## src/rtl/sample_mem_dump_reader_pkg.sv

```systemverilog
// Shared definitions for the sample memory dump reader: the dump FSM encoding and
// the default frame start marker.
package sample_mem_dump_reader_pkg;

  localparam logic [7:0] HeaderByteDefault = 8'hA5;

  typedef enum logic [2:0] {
    DumpIdle     = 3'd0,
    DumpHeader   = 3'd1,
    DumpReadReq  = 3'd2,
    DumpReadWait = 3'd3,
    DumpSend     = 3'd4,
    DumpDone     = 3'd5
  } dump_state_e;

endpackage

```

## src/rtl/word_byte_serializer.sv

```systemverilog
// Holds one memory word and presents it one byte at a time, MSB first, advancing
// on each accepted byte and flagging the final byte of the word.
module word_byte_serializer #(
  parameter int unsigned DataWidth = 32
) (
  input  logic                 clk_i,
  input  logic                 rst_ni,
  input  logic                 load_i,
  input  logic [DataWidth-1:0] word_i,
  input  logic                 shift_i,
  output logic [7:0]           byte_o,
  output logic                 last_o
);

  localparam int unsigned NumBytes = DataWidth / 8;
  localparam int unsigned IdxW     = (NumBytes > 1) ? $clog2(NumBytes) : 1;

  logic [DataWidth-1:0] shift_q, shift_d;
  logic [IdxW-1:0]      idx_q, idx_d;

  always_comb begin
    shift_d = shift_q;
    idx_d   = idx_q;
    if (load_i) begin
      shift_d = word_i;
      idx_d   = '0;
    end else if (shift_i) begin
      shift_d = shift_q << 8;
      idx_d   = idx_q + IdxW'(1);
    end
  end

  always_ff @(posedge clk_i or negedge rst_ni) begin
    if (!rst_ni) begin
      shift_q <= '0;
      idx_q   <= '0;
    end else begin
      shift_q <= shift_d;
      idx_q   <= idx_d;
    end
  end

  assign byte_o = shift_q[DataWidth-1 -: 8];
  assign last_o = (idx_q == IdxW'(NumBytes - 1));

endmodule

```

## src/rtl/sample_mem_dump_reader.sv

```systemverilog
// Streams a header byte followed by N words of sample memory, MSB first, to a
// byte-wide transmitter with valid/ready flow control, then waits for a host ack.
module sample_mem_dump_reader
  import sample_mem_dump_reader_pkg::*;
#(
  parameter int unsigned ADDR_WIDTH  = 15,
  parameter int unsigned DATA_WIDTH  = 32,
  parameter logic [7:0]  HEADER_BYTE = HeaderByteDefault
) (
  input  logic                  iClock,
  input  logic                  iResetN,
  input  logic                  iStartDump,
  input  logic [ADDR_WIDTH:0]   iWordsToDump,
  output logic [ADDR_WIDTH-1:0] oMemAddr,
  output logic                  oMemRead,
  input  logic [DATA_WIDTH-1:0] iMemData,
  output logic [7:0]            oTxData,
  output logic                  oTxValid,
  input  logic                  iTxReady,
  output logic                  oBusy,
  output logic                  oDumpDone,
  input  logic                  iDumpDoneAck
);

  localparam int unsigned CntW = ADDR_WIDTH + 1;

  dump_state_e           state_q, state_d;
  logic [ADDR_WIDTH-1:0] addr_q, addr_d;
  logic [CntW-1:0]       count_q, count_d;
  logic [CntW-1:0]       sent_q, sent_d;

  logic       ser_load, ser_shift, ser_last;
  logic [7:0] ser_byte;

  always_comb begin
    state_d   = state_q;
    addr_d    = addr_q;
    count_d   = count_q;
    sent_d    = sent_q;
    ser_load  = 1'b0;
    ser_shift = 1'b0;
    oMemRead  = 1'b0;
    oTxValid  = 1'b0;
    oTxData   = '0;
    unique case (state_q)
      DumpIdle: begin
        if (iStartDump) begin
          state_d = DumpHeader;
          addr_d  = '0;
          sent_d  = '0;
          // A zero count stands for the whole memory.
          count_d = (iWordsToDump == '0) ? {1'b1, {ADDR_WIDTH{1'b0}}} : iWordsToDump;
        end
      end
      DumpHeader: begin
        oTxValid = 1'b1;
        oTxData  = HEADER_BYTE;
        if (iTxReady) state_d = DumpReadReq;
      end
      DumpReadReq: begin
        oMemRead = 1'b1;
        state_d  = DumpReadWait;
      end
      DumpReadWait: begin
        ser_load = 1'b1;
        state_d  = DumpSend;
      end
      DumpSend: begin
        oTxValid = 1'b1;
        oTxData  = ser_byte;
        if (iTxReady) begin
          ser_shift = 1'b1;
          if (ser_last) begin
            sent_d = sent_q + CntW'(1);
            // The address is only bumped when another word follows, so it never wraps.
            if (sent_d == count_q) begin
              state_d = DumpDone;
            end else begin
              addr_d  = addr_q + ADDR_WIDTH'(1);
              state_d = DumpReadReq;
            end
          end
        end
      end
      DumpDone: begin
        if (iDumpDoneAck) state_d = DumpIdle;
      end
      default: state_d = DumpIdle;
    endcase
  end

  always_ff @(posedge iClock or negedge iResetN) begin
    if (!iResetN) begin
      state_q <= DumpIdle;
      addr_q  <= '0;
      count_q <= '0;
      sent_q  <= '0;
    end else begin
      state_q <= state_d;
      addr_q  <= addr_d;
      count_q <= count_d;
      sent_q  <= sent_d;
    end
  end

  word_byte_serializer #(
    .DataWidth(DATA_WIDTH)
  ) u_serializer (
    .clk_i  (iClock),
    .rst_ni (iResetN),
    .load_i (ser_load),
    .word_i (iMemData),
    .shift_i(ser_shift),
    .byte_o (ser_byte),
    .last_o (ser_last)
  );

  assign oMemAddr  = addr_q;
  assign oBusy     = (state_q != DumpIdle);
  assign oDumpDone = (state_q == DumpDone);

endmodule

```

## config.mk

```make
export PLATFORM = sky130hd
export DESIGN_NAME = sample_mem_dump_reader
export DESIGN_NICKNAME = d
export VERILOG_FILES = /design/src/rtl/sample_mem_dump_reader_pkg.sv /design/src/rtl/word_byte_serializer.sv /design/src/rtl/sample_mem_dump_reader.sv
export SDC_FILE = /design/constraint.sdc
export NUM_CORES = 1
export LEC_CHECK = 0
export ABC_AREA = 0
export CAP_MARGIN = 20
export CORE_MARGIN = 1
export CORE_UTILIZATION = 31
export DETAILED_ROUTE_END_ITERATION = 10
export SYNTH_ARGS = -nofsm -noshare
export SYNTH_HDL_FRONTEND = slang
export SYNTH_HIERARCHICAL = 1
export SYNTH_SLANG_ARGS = --single-unit
```

## constraint.sdc

```tcl
create_clock -name iClock -period 5.1 [get_ports iClock]
set_input_delay 1.275 -clock iClock [delete_from_list [all_inputs] [get_ports iClock]]
set_output_delay 1.275 -clock iClock [all_outputs]
set_load 0.01 [all_outputs]
```

# [Yosys cells after proc, flatten, opt, wreduce, memory -nomap -nowiden]
# Index checks and enable logic that the tools add are counted.
[word_totals] reg_bits=84 latchBits=0 mem_bits_rw=0 romBits=0 input_bits=53 n_memories=0
[op_classes] n_addsub=3 n_mul=0 div_mod_pow=0 order_cmp=0 eq_ne=13 shift=0 mux=27 bitwise=0 reduce_logical=10
[ops] op="2-to-1 mux 16 bit" n=4
[ops] op="2-to-1 mux 32 bit" n=2
[ops] op="2-to-1 mux 15 bit" n=4
[ops] op="case mux 16 bit (2 select lines)" n=1
[ops] op="case mux 15 bit (2 select lines)" n=1
[ops] op="2-to-1 mux 3 bit" n=6
[ops] op="case mux 3 bit (6 select lines)" n=1
[ops] op="adder 16 x 1 -> 16 bit (second input constant)" n=1
[ops] op="== test 16 bit" n=1
[ops] op="zero test 16 bit" n=1
[ops] op="case mux 8 bit (2 select lines)" n=1
[ops] op="adder 15 x 1 -> 15 bit (second input constant)" n=1
[ops] op="!= test 2 bit (second input constant)" n=5
[ops] op="AND reduction 5 bit" n=2
[ops] op="== test 3 x 2 -> 1 bit (second input constant)" n=2
[ops] op="== test 3 bit (second input constant)" n=2
[ops] op="2-to-1 mux 1 bit" n=5
[ops] op="2-to-1 mux 2 bit" n=2
[ops] op="AND reduction 4 bit" n=1
[ops] op="nonzero test 2 bit" n=2
[ops] op="== test 3 x 1 -> 1 bit (second input constant)" n=1
[ops] op="zero test 3 bit" n=1
[ops] op="nonzero test 3 bit" n=1
[ops] op="adder 2 x 1 -> 2 bit (second input constant)" n=1
[ops] op="other kinds (4)" n=4

# [Longest topological paths before layout]
# Gate-level depths: netlist of run 1.
[logic_depth] ltp_word=6 depth_mapped=12

# [By module]
# The synthesis of run 1 kept the hierarchy.
[by_module_without_submodules] module="sample_mem_dump_reader" n_inst=1 cells_each=371 area_per_inst_um2=3285.7 seq_area_each_um2=1251.2
[by_module_without_submodules] module="word_byte_serializer" n_inst=1 cells_each=154 area_per_inst_um2=1617.8 seq_area_each_um2=850.8

# [Worst setup path after synthesis of run 1]
# No wires, ideal clock.
[synth_timing] kind="reg-to-reg" from="register sent_q[0]" to="register addr_q[10] (netlist: oMemAddr[10])" setup_ns=0.124 arrival_time_ns=2.829 path_slack_ns=2.147 path_stages_with_launch=13 path_buffers=3 period_less_slack_ns=2.953 cell_sequence="dfrtp_1 ha_1 and3_1 buf_2 nand4_4 or4b_1 o211ai_1 a21oi_2 or4_1 buf_2 buf_6 a22oi_2 nand2_1"
[synth_via] elab_chain_cells=4
[synth_rtl] item="start, declared" line_no="sample_mem_dump_reader.sv:30" text="logic [CntW-1:0] sent_q, sent_d;"
[synth_rtl] item="start signal, assigned" line_no="sample_mem_dump_reader.sv:102" text="sent_q <= sent_d;"
[synth_rtl] item="adder 16 x 1 -> 16 bit" line_no="sample_mem_dump_reader.sv:74" text="sent_d = sent_q + CntW'(1);"
[synth_rtl] item="== test 16 bit" line_no="sample_mem_dump_reader.sv:76" text="if (sent_d == count_q) begin"
[synth_rtl] item="!= test 2 bit (no line)"
[synth_rtl] item="AND reduction 5 bit (no line)"
[synth_rtl] item="end signal, assigned" line_no="sample_mem_dump_reader.sv:100" text="addr_q <= addr_d;"
[synth_rtl] item="end, declared" line_no="sample_mem_dump_reader.sv:28" text="logic [ADDR_WIDTH-1:0] addr_q, addr_d;"
# Every way passes these cells.
# A chain may end at the register's enable or synchronous reset.

# [Worst setup path after layout of run 1]
[layout_timing] from="register state_q[2]" to="output port oTxData[7]"
[layout_via] elab_chain_cells=2 elab_cells_between_ends=3
[layout_rtl] item="start, declared" line_no="sample_mem_dump_reader.sv:27" text="dump_state_e state_q, state_d;"
[layout_rtl] item="start signal, assigned" line_no="sample_mem_dump_reader.sv:94" text="state_q <= DumpIdle;"
[layout_rtl] item="start signal, assigned" line_no="sample_mem_dump_reader.sv:99" text="state_q <= state_d;"
[layout_rtl] item="== test 3 bit / == test 3 x 1 -> 1 bit (equally long branches)" line_no="sample_mem_dump_reader.sv:45" text="unique case (state_q)"
[layout_rtl] item="case mux 8 bit (2 select lines) (*)" line_no="sample_mem_dump_reader.sv:45"
[layout_rtl] item="end, declared" line_no="sample_mem_dump_reader.sv:17" text="output logic [7:0] oTxData,"
# Every way passes the cells marked *; elsewhere a longest branch is shown, timed or not.

==> results of run 1 <==
stage by stage:
| stage | std cells | total power, uW | utilization |
|---|---|---|---|
| after floorplan | 525 | 1741 | - |
| after global placement | 773 | 1986 | 0.3724 |
| after detailed placement | 773 | 2025 | 0.3724 |
| after CTS | 789 | 2728 | 0.3924 |
| after global routing | 792 | 2916 | 0.3967 |
| final | 792 | 2729 | 0.3967 |
registers in the layout, indices dropped and copies added (netlist names):
register and count:
u_serializer/shift_q 32, count_q 16, sent_q 16, oMemAddr 15
state_q 3, u_serializer/idx_q 2
synth_stat cells, drive strengths merged (13+ instances only):
cell type,count
dfrtp,84
nand2,71
o21ai,66
mux2i,31
buf,28
nor2,25
a21oi,18
clkbuf,17
mux2,16
nand3,16
xnor2,15
nand4,14
and3,13
nor3,13
layer usage:
metal | wire, um | track usage
met1 | 5522 | 0.1956
met2 | 5591 | 0.2455
met3 | 705 | 0.04674
met4 | 254 | 0.05882
met5 | 0 | 0
power by group:
group | leakage, uW | internal [uW] | switching [uW]
clock network | 0.000148 | 389 | 304
registers | 0.00108 | 880 | 178
logic | 0.00110 | 477 | 501
total | 0.00233 | 1750 | 983
cell families (layout without fill, tap and decap cells):
family,after synthesis,count (layout)
fa+ha+maj,3,3
xor+xnor,18,18
buf+inv,54,110
compound gates,126,126
simple gates,193,193
flops,84,84
mux,47,47
worst max path at each step:
stage / endpoint / slack, ns / depth (start not counted)
detailed placement: sent_q[11] / 1.28 / 7
finish: oTxData[7] / 1.37 / 4
floorplan: oMemAddr[10] / 2.15 / 12
global route: oTxData[5] / 1.18 / 4
global placement: oMemAddr[0] / 1.41 / 7
CTS: oTxData[7] / 1.33 / 4
final cells by class:
| class | instances | area, sq um | area share |
|---|---|---|---|
| inverters | 9 | 33.78 | 0.005560 |
| well taps | 211 | 264.0 | 0.04345 |
| repair buffers | 85 | 877.1 | 0.1444 |
| flip-flops and latches | 84 | 2102 | 0.3460 |
| multi-input cells | 387 | 2492 | 0.4102 |
| clock buffers | 9 | 225.2 | 0.03707 |
| clock inverters | 7 | 81.33 | 0.01339 |
==> impl_metrics.csv, run 1 <==
group,metric,value,unit
outcome,status,"complete, no violations",
global_route,grt_max_degree,85,
clock_network,postCtsSetupBuffers,0,
detailed_routing,num_vias,4103,
layout,antennaDiodeCount,0,
detailed_routing,dr.pass1.iters,4,
logic_synthesis,syn_area,4903,sq um
floorplan,initial_core_util,0.3202,
critical_path,end_kind,"primary output",
layout,mostFrequentLayoutCell,"dfrtp_1",
run,cap_viol_max_count,0,
logic_synthesis,yosysWarnings,6,
hold_path,min_path_cells,1,
timing,max_slew_margin,0.4090,
critical_path,timing.rr.end,"oMemAddr[12]",
logic_synthesis,synth_edf_count,0,
hold_path,hold_start,"count_q[1]",
critical_path,worstSetupPathType,"reg -> out",
critical_path,critPathLaunch,"state_q[2]",
critical_path,reg2regPathDepth,9,
critical_path,crit_path_max_fanout,11,
detailed_routing,wl_per_cell,15.24,um
detailed_routing,drtAntennaViolNets,0,
critical_path,arrival,2.45,ns
critical_path,cp_cell_sequence,"nor2b_1, nand2_1, a21oi_1, clkdlybuf4s50_1",
detailed_routing,drtIter0Drc,250,
global_route,grt_pass1_wl,19520,um
power,vdd_ir_drop_max,0.1973,mV
placed_design,post_dp_cell_area,5703,sq um
clock_network,cts_root_buffer,"clkbuf_16",
clock_network,cts.reportedPaths.clkPinSlew,0.06,ns
layout,final_cell_mix,"84 x dfrtp_1, 78 x clkdlybuf4s50_1, 71 x nand2_1",
critical_path,worstPathRequired,3.83,ns
logic_synthesis,yosys.area.top_type,"dfrtp_1",
hold_path,hold_path_class,"reg -> reg",
logic_synthesis,synth_compound_area_frac,0.1595,
floorplan,die_w,127.8,um
logic_synthesis,ys_seq_elements,84,
floorplan,die-area,16320,sq um
critical_path,r2r_start,"sent_q[0]",
placed_design,dp_hpwl,8302,um
detailed_routing,wl,12070,um
hold_path,holdPathEnd,"count_q[1]",
floorplan,die_h,127.8,um
timing,min_period_over_period,0.7304,
clock_network,clkSinkCount,84,
logic_synthesis,synth_top_flop_cell,"dfrtp_1",
placed_design,io_buffers,79,
critical_path,slowest_delay,0.69,ns
detailed_routing,drc,0,
clock_network,cts_buffers,9,
global_route,grt_pass1_vias,3852,
timing,rsz0062_at_grt,"false",
layout,fillerInstances,1521,
clock_network,clock_latency,0.35,ns
clock_network,htreeDepth,3,
clock_network,holdBufCountCts,0,
critical_path,critPathBufInv,1,
logic_synthesis,synthSimpleGateAreaFrac,0.2072,
timing,fmax,0.2684,GHz
logic_synthesis,ys_types,59,
global_route,grt.total_usage,0.1540,
timing,hold_violations,0,
logic_synthesis,async_flop_share,1.000,
logic_synthesis,avgSynthCellArea,9.340,sq um
critical_path,r2r_slack,1.47,ns
timing,setup_slack,1.375,ns
critical_path,crit_slowest_cell,"nor2b_1",
logic_synthesis,muxShareOfSynthArea,0.1000,
logic_synthesis,ys_seq_area_frac,0.4287,
timing,fin_setup_tns,0,ns
clock_network,cts_resized,0,
layout,drive_gt1_frac,0.09983,
power,p_leak,0.002335,uW
global_route,grt_overflow,0,
timing,period_minus_slack,3.725,ns
floorplan,core,15310,sq um
layout,fin_nets,632,
logic_synthesis,yosysTopAreaCellShare,0.4287,
critical_path,crit_family,"simple AND/OR/NAND/NOR gates",
logic_synthesis,synth_top_family_by_area,"simple AND/OR/NAND/NOR gates",
placed_design,pre_cts_ws,1.284,ns
power,powerDensity,449.1,nW/um^2
floorplan,io_pins,80,
placed_design,place_congestion,0.8323,
logic_synthesis,synth_fa_ha_area_frac,0.007655,
critical_path,critPathLaunchType,"flop",
layout,syn_to_final_growth,23.91,%
timing,setup_viol,0,
logic_synthesis,synth_nets,581,
logic_synthesis,synth_area_leaders,"dfrtp_1 43%, mux2i_1 6.3%, nand2_1 5.4%, o21ai_0 4.5%, mux2_2 3.7%",
logic_synthesis,synth_xor_xnor_area_share,0.03215,
timing,clock-skew-final,0.005813,ns
timing,whs,0.5387,ns
clock_network,cts_buffer_depth,2,
timing,worst_pin_slew,0.8865,ns
timing,report.final.slew_viol_count,0,
detailed_routing,via_per_inst,5.181,
layout,design_area,6076,sq um
clock_network,cts_tree,"built",
logic_synthesis,synthCells,525,
floorplan,row_count,45,
global_route,antenna_found_initial,0,
No activity file was read; power rests on OpenSTA's default activity.
==> run 2: changes to the inputs <==
==> constraint.sdc (replaced) <==
create_clock -name iClock -period 3.2 [get_ports iClock]
set_input_delay 0.8 -clock iClock [delete_from_list [all_inputs] [get_ports iClock]]
set_output_delay 0.8 -clock iClock [all_outputs]
set_load 0.01 [all_outputs]
==> run 2 against run 1 <==
Effect of this change:
- clock skew rose by 0.0042 ns
- clock-buffer cell count stayed put
- highest routed layer unchanged
- register-to-register slack got worse by 1.3 ns
- flip-flop and latch count did not move
- largest power group unchanged
- worst setup slack got worse by 1.2 ns
==> impl_metrics.csv, run 2 (synthesis gave the netlist of run 1 again) <==
group,metric,value,unit
global_route,grt_overflow,0,
detailed_routing,num_vias,4138,
floorplan,die_h,127.8,um
layout,final_cell_mix,"84 x dfrtp_1, 78 x clkdlybuf4s50_1, 71 x nand2_1",
global_route,antenna_found_initial,0,
placed_design,dp_hpwl,9060,um
critical_path,end_kind,"flop",
critical_path,crit_path_max_fanout,15,
global_route,grt_pass1_wl,20590,um
power,p_sw_frac,0.3591,
power,power_switching,1556,uW
power,seq_power_share,0.389,
clock_network,clock_latency,0.35,ns
run,cap_viol_max_count,0,
clock_network,cts_buffers,9,
detailed_routing,drtAntennaViolNets,0,
detailed_routing,wl,12630,um
clock_network,cts_buffer_depth,2,
critical_path,critPathLaunchType,"flop",
critical_path,worstPathRequired,3.42,ns
floorplan,die_w,127.8,um
power,p_int,2776,uW
global_route,grt_pass1_vias,4047,
timing,fin_setup_tns,0,ns
clock_network,cts.reportedPaths.clkPinSlew,0.06,ns
layout,syn_to_final_growth,25.85,%
clock_network,postCtsSetupBuffers,0,
clock_network,htreeDepth,3,
clock_network,cts_root_buffer,"clkbuf_16",
detailed_routing,drc,0,
critical_path,arrival,3.25,ns
floorplan,core,15310,sq um
layout,drive_gt1_frac,0.1271,
power,pwr-share-clk,0.248,
timing,hold_violations,0,
floorplan,row_count,45,
detailed_routing,dr.pass1.iters,5,
timing,period_minus_slack,3.028,ns
power,powerDensity,702.0,nW/um^2
timing,report.final.slew_viol_count,0,
placed_design,pre_cts_ws,0.1114,ns
power,p_comb_frac,0.363,
hold_path,hold_path_class,"in -> async",
layout,largestRegisters,"u_serializer/shift_q: 32 flops, count_q: 16 flops, sent_q: 16 flops",
timing,worst_pin_slew,0.6813,ns
layout,largest_reg_flops,32,
global_route,grt.total_usage,0.1619,
timing,min_period_over_period,0.9463,
timing,rsz0062_at_grt,"false",
timing,setup_slack,0.1717,ns
floorplan,io_pins,80,
detailed_routing,wl_per_cell,15.62,um
layout,fillerInstances,1548,
placed_design,place_congestion,0.9404,
power,vdd_ir_drop_max,0.3100,mV
timing,clock-skew-final,0.01000,ns
detailed_routing,via_per_inst,5.115,
power,total_power,4332,uW
critical_path,reg2regPathDepth,10,
clock_network,holdBufCountCts,0,
layout,antennaDiodeCount,0,
clock_network,clkSinkCount,84,
floorplan,die-area,16320,sq um
critical_path,worstSetupPathType,"reg -> reg",
placed_design,io_buffers,79,
timing,fmax,0.3302,GHz
detailed_routing,drtIter0Drc,305,
timing,setup_viol,0,
timing,max_slew_margin,0.5458,
power,p_leak,0.002424,uW
clock_network,cts_tree,"built",
layout,mostFrequentLayoutCell,"dfrtp_1",
outcome,status,"complete, no violations",
layout,top_register,"u_serializer/shift_q",
layout,fin_nets,649,
floorplan,initial_core_util,0.3202,
global_route,grt_max_degree,68,
==> run 2: power by group through the flow <==
stage               registers [uW]  clock network, uW  logic [uW]
detailed placement            1700                  0        1580
global placement              1690                  0        1550
finish                        1690               1070        1570
global route                  1730               1160        1740
CTS                           1690               1120        1590
floorplan                     1600                  0        1170
==> run 2: per-stage QoR <==
step                      instance area (sq um)  std cells  hold WS, ns    util
after detailed placement                   5853        793       0.5201  0.3822
after global placement                     5853        793       0.5087  0.3822
after global routing                       6171        809       0.5471  0.4029
after floorplan                            4903        525       0.4903       -
after CTS                                  6161        809       0.5151  0.4023
final                                      6171        809       0.4807  0.4029
==> run 2: timing repair <==
action,in CTS,in global routing
setup endpoints to repair,0,3
resized for setup,0,2
hold endpoints to repair,0,0
==> run 2: worst max-delay path, stage by stage (launching register included) <==
cell and delay (ns):
dfrtp_1 0.45, ha_1 0.21, and3_2 0.29, nand4_4 0.15, or4b_1 0.49, o211ai_1 0.12
a21oi_2 0.14, or4_1 0.54, buf_4 0.22, a32oi_1 0.21, o21ai_1 0.09
==> run 2: final timing paths <==
kind                                  from            to  slack, ns
worst max-delay path             sent_q[1]  oMemAddr[13]       0.17
max in group asynchronous          iResetN  oMemAddr[14]       1.97
worst min-delay path               iResetN    sent_q[13]       0.48
worst max register to register   sent_q[1]  oMemAddr[13]       0.17
worst min register to register  count_q[1]    count_q[1]       0.53
min in group iClock             count_q[1]    count_q[1]       0.53
==> run 2: per-layer routing <==
layer,up-vias,track usage,wire length (um)
li1,2020,-,-
met3,16,0.04215,812
met2,147,0.2574,5825
met1,1955,0.2128,5806
met4,0,0.05606,189
met5,-,0,0
==> run 2: layout make-up <==
cell class | count | area (sq um) | share of cell area
clock inverters | 7 | 82.58 | 0.01338
flip-flops and latches | 84 | 2102 | 0.3406
inverters | 9 | 33.78 | 0.005474
multi-input cells | 387 | 2502 | 0.4055
clock buffers | 9 | 225.2 | 0.03650
well taps | 211 | 264.0 | 0.04278
repair buffers | 102 | 960.9 | 0.1557
==> run 3: changes to the inputs <==
--- a/config.mk
+++ b/config.mk
@@ -10,7 +10,7 @@
 export CORE_MARGIN = 1
 export CORE_UTILIZATION = 31
 export DETAILED_ROUTE_END_ITERATION = 10
+export HOLD_SLACK_MARGIN = 0.15
 export SYNTH_ARGS = -nofsm -noshare
 export SYNTH_HDL_FRONTEND = slang
-export SYNTH_HIERARCHICAL = 1
 export SYNTH_SLANG_ARGS = --single-unit
==> run 3 against run 2 <==
Effect of this change:
- the flow now finishes with violations (design-rule violations)
- clock-buffer cell count unchanged
- worst setup slack better by 0.17 ns
- maximum frequency up 5.8%
==> impl_metrics.csv, run 3 <==
group,metric,value,unit
layout,mostFrequentLayoutCell,"nand2_1",
clock_network,cts_buffer_depth,2,
timing,fin_setup_tns,0,ns
clock_network,cts_buffers,9,
floorplan,die_w,125.0,um
floorplan,die_h,125.0,um
placed_design,post_dp_cell_area,5628,sq um
clock_network,holdBufCountCts,0,
timing,rsz0062_at_grt,"false",
critical_path,r2r_start,"sent_q[5]",
critical_path,reg2regPathDepth,8,
clock_network,cts_resized,0,
logic_synthesis,ys_seq_elements,84,
placed_design,dp_hpwl,8367,um
layout,seqCellArea,2102,sq um
layout,largestRegisters,"u_serializer.shift_q: 32 flops, count_q: 16 flops, sent_q: 16 flops",
floorplan,initial_core_util,0.3201,
critical_path,cp_cell_sequence,"nand2b_1, nor2_1, and2_1, clkdlybuf4s50_1",
detailed_routing,drtAntennaViolNets,0,
hold_path,hold_path_class,"in -> async",
outcome,status,"finished, violations left",
clock_network,cts_tree,"built",
layout,largest_reg_flops,32,
global_route,grt_overflow,0,
detailed_routing,dr.pass1.iters,9,
critical_path,crit_family,"simple AND/OR/NAND/NOR gates",
layout,design_area,5927,sq um
critical_path,worstSetupPathType,"reg -> out",
power,p_comb_frac,0.326,
timing,worst_pin_slew,0.9187,ns
critical_path,crit_path_max_fanout,12,
clock_network,htreeDepth,3,
logic_synthesis,ys_seq_area_frac,0.4484,
floorplan,row_count,44,
outcome,failed_checks,"design-rule violations",
logic_synthesis,ys_types,60,
power,seq_power_share,0.415,
logic_synthesis,yosys.area.top_type,"dfrtp_1",
logic_synthesis,avgSynthCellArea,8.913,sq um
detailed_routing,wl,11870,um
logic_synthesis,yosys-top-cells-count,"98 x nand2_1, 84 x dfrtp_1, 53 x nor2_1",
logic_synthesis,synth_nets,582,
power,powerDensity,683.1,nW/um^2
power,pwr-share-clk,0.260,
critical_path,critPathLaunchType,"flop",
timing,setup_viol,0,
detailed_routing,drc,6,
floorplan,die-area,15620,sq um
run,cap_viol_max_count,0,
timing,hold_violations,0,
logic_synthesis,yosysMostFrequentCell,"nand2_1",
logic_synthesis,synth_top_flop_cell,"dfrtp_1",
global_route,grt_max_degree,49,
detailed_routing,via_per_inst,5.281,
timing,report.final.slew_viol_count,0,
power,p_leak,0.002345,uW
power,power_switching,1393,uW
layout,multi_input_area,2386,sq um
layout,top_register,"u_serializer.shift_q",
clock_network,clock_latency,0.35,ns
logic_synthesis,synthCells,526,
power,vdd_ir_drop_max,0.2812,mV
placed_design,place_congestion,0.8091,
critical_path,timing.rr.end,"oMemAddr[12]",
detailed_routing,drtIter0Drc,254,
logic_synthesis,synth_edf_count,0,
detailed_routing,num_vias,4130,
global_route,grt_pass1_wl,19490,um
power,p_sw_frac,0.3442,
critical_path,worstPathRequired,2.40,ns
clock_network,postCtsSetupBuffers,0,
logic_synthesis,yosysWarnings,0,
logic_synthesis,syn_area,4688,sq um
critical_path,crit_slowest_cell,"clkdlybuf4s50_1",
logic_synthesis,synth_area_leaders,"dfrtp_1 45%, nand2_1 7.8%, nor2_1 4.2%, o21ai_0 4.1%, mux2_2 3.8%",
timing,fmax,0.3495,GHz
layout,antennaDiodeCount,0,
layout,fillerInstances,1487,
timing,min_period_over_period,0.8942,
layout,drive_gt1_frac,0.1054,
critical_path,arrival,2.06,ns
clock_network,cts_root_buffer,"clkbuf_16",
layout,syn_to_final_growth,26.42,%
timing,period_minus_slack,2.861,ns
placed_design,io_buffers,79,
critical_path,critPathBufInv,1,
critical_path,r2r_slack,0.42,ns
critical_path,slowest_delay,0.53,ns
logic_synthesis,async_flop_share,1.000,
detailed_routing,wl_per_cell,15.18,um
global_route,grt_pass1_vias,4012,
critical_path,end_kind,"primary output",
layout,fin_nets,649,
global_route,antenna_found_initial,0,
layout,final_cell_mix,"98 x nand2_1, 84 x dfrtp_1, 78 x clkdlybuf4s50_1",
floorplan,io_pins,80,
clock_network,clkSinkCount,84,
timing,clock-skew-final,0.009691,ns
power,p_int,2655,uW
clock_network,cts.reportedPaths.clkPinSlew,0.06,ns
global_route,grt.total_usage,0.1572,
logic_synthesis,yosysTopAreaCellShare,0.4484,
timing,max_slew_margin,0.3853,
floorplan,core,14640,sq um
run 3: cell types whose count changed in the layout (fill, tap and decap cells not counted), sizes merged, moves of 5 or more:
cell	before	now
o21ai	66	40
nand4	14	4
and3	13	5
xor2	3	10
and2	2	8
a31oi	2	26
nor2	25	53
mux2i	31	2
o22ai	1	10
o41ai	1	6
buf	24	12
a21oi	18	12
nand2	71	98
run 3: stage by stage:
stage                     power, uW  instances  hold WS (ns)  utilization  setup WS (ns)
after global placement         2992        766        0.4782       0.3843         0.4913
after global routing           4310        782        0.5115       0.4047         0.1836
after CTS                      4089        782        0.5017       0.4047         0.3083
final                          4049        782        0.4893       0.4047         0.3387
after detailed placement       3021        766        0.4854       0.3843         0.4394
after floorplan                2506        526        0.4661            -         0.7833
run 3: cell type report:
class                      instances  area share
sequential                        84      0.3547
clock inverter                     7     0.01246
clock buffer                       9     0.03800
tap                              184     0.03884
timing repair buffer              90      0.1490
multi-input combinational        401      0.4026
inverter                           7    0.004433
run 3: per-layer routing:
metal / track usage / up-vias / share of wire
met5: 0 / - / 0
li1: - / 2005 / -
met1: 0.1982 / 2016 / 0.46
met4: 0.06743 / 0 / 0.018
met2: 0.2672 / 94 / 0.49
met3: 0.02525 / 15 / 0.036
run 3: kinds of logic (layout without fill, tap and decap cells):
| family | count (synthesis) | in the layout | share of synthesized area |
|---|---|---|---|
| compound gates | 122 | 122 | 0.1671 |
| xor+xnor | 23 | 23 | 0.04297 |
| fa+ha+maj | 3 | 3 | 0.008007 |
| buf+inv | 41 | 113 | 0.04377 |
| flops | 84 | 84 | 0.4484 |
| mux | 19 | 19 | 0.04750 |
| simple gates | 234 | 234 | 0.2423 |
run 3: power by group through the flow:
stage,registers [uW],logic (uW),clock network [uW]
6_report,1680,1320,1050
4_1_cts,1680,1330,1070
5_1_grt,1730,1470,1110
2_1_floorplan,1590,920,0
3_5_place_dp,1700,1320,0
3_3_place_gp,1690,1300,0
run 3: worst max-delay path by stage:
stage | start | endpoint | slack, ns | depth (start not counted)
after detailed placement | sent_q[5] | oMemAddr[12] | 0.44 | 8
after floorplan | sent_q[0] | oMemAddr[10] | 0.78 | 10
after CTS | state_q[0] | oTxData[3] | 0.31 | 4
after global routing | state_q[0] | oTxData[3] | 0.18 | 4
final | state_q[0] | oTxData[1] | 0.34 | 4
after global placement | sent_q[5] | oMemAddr[12] | 0.49 | 8
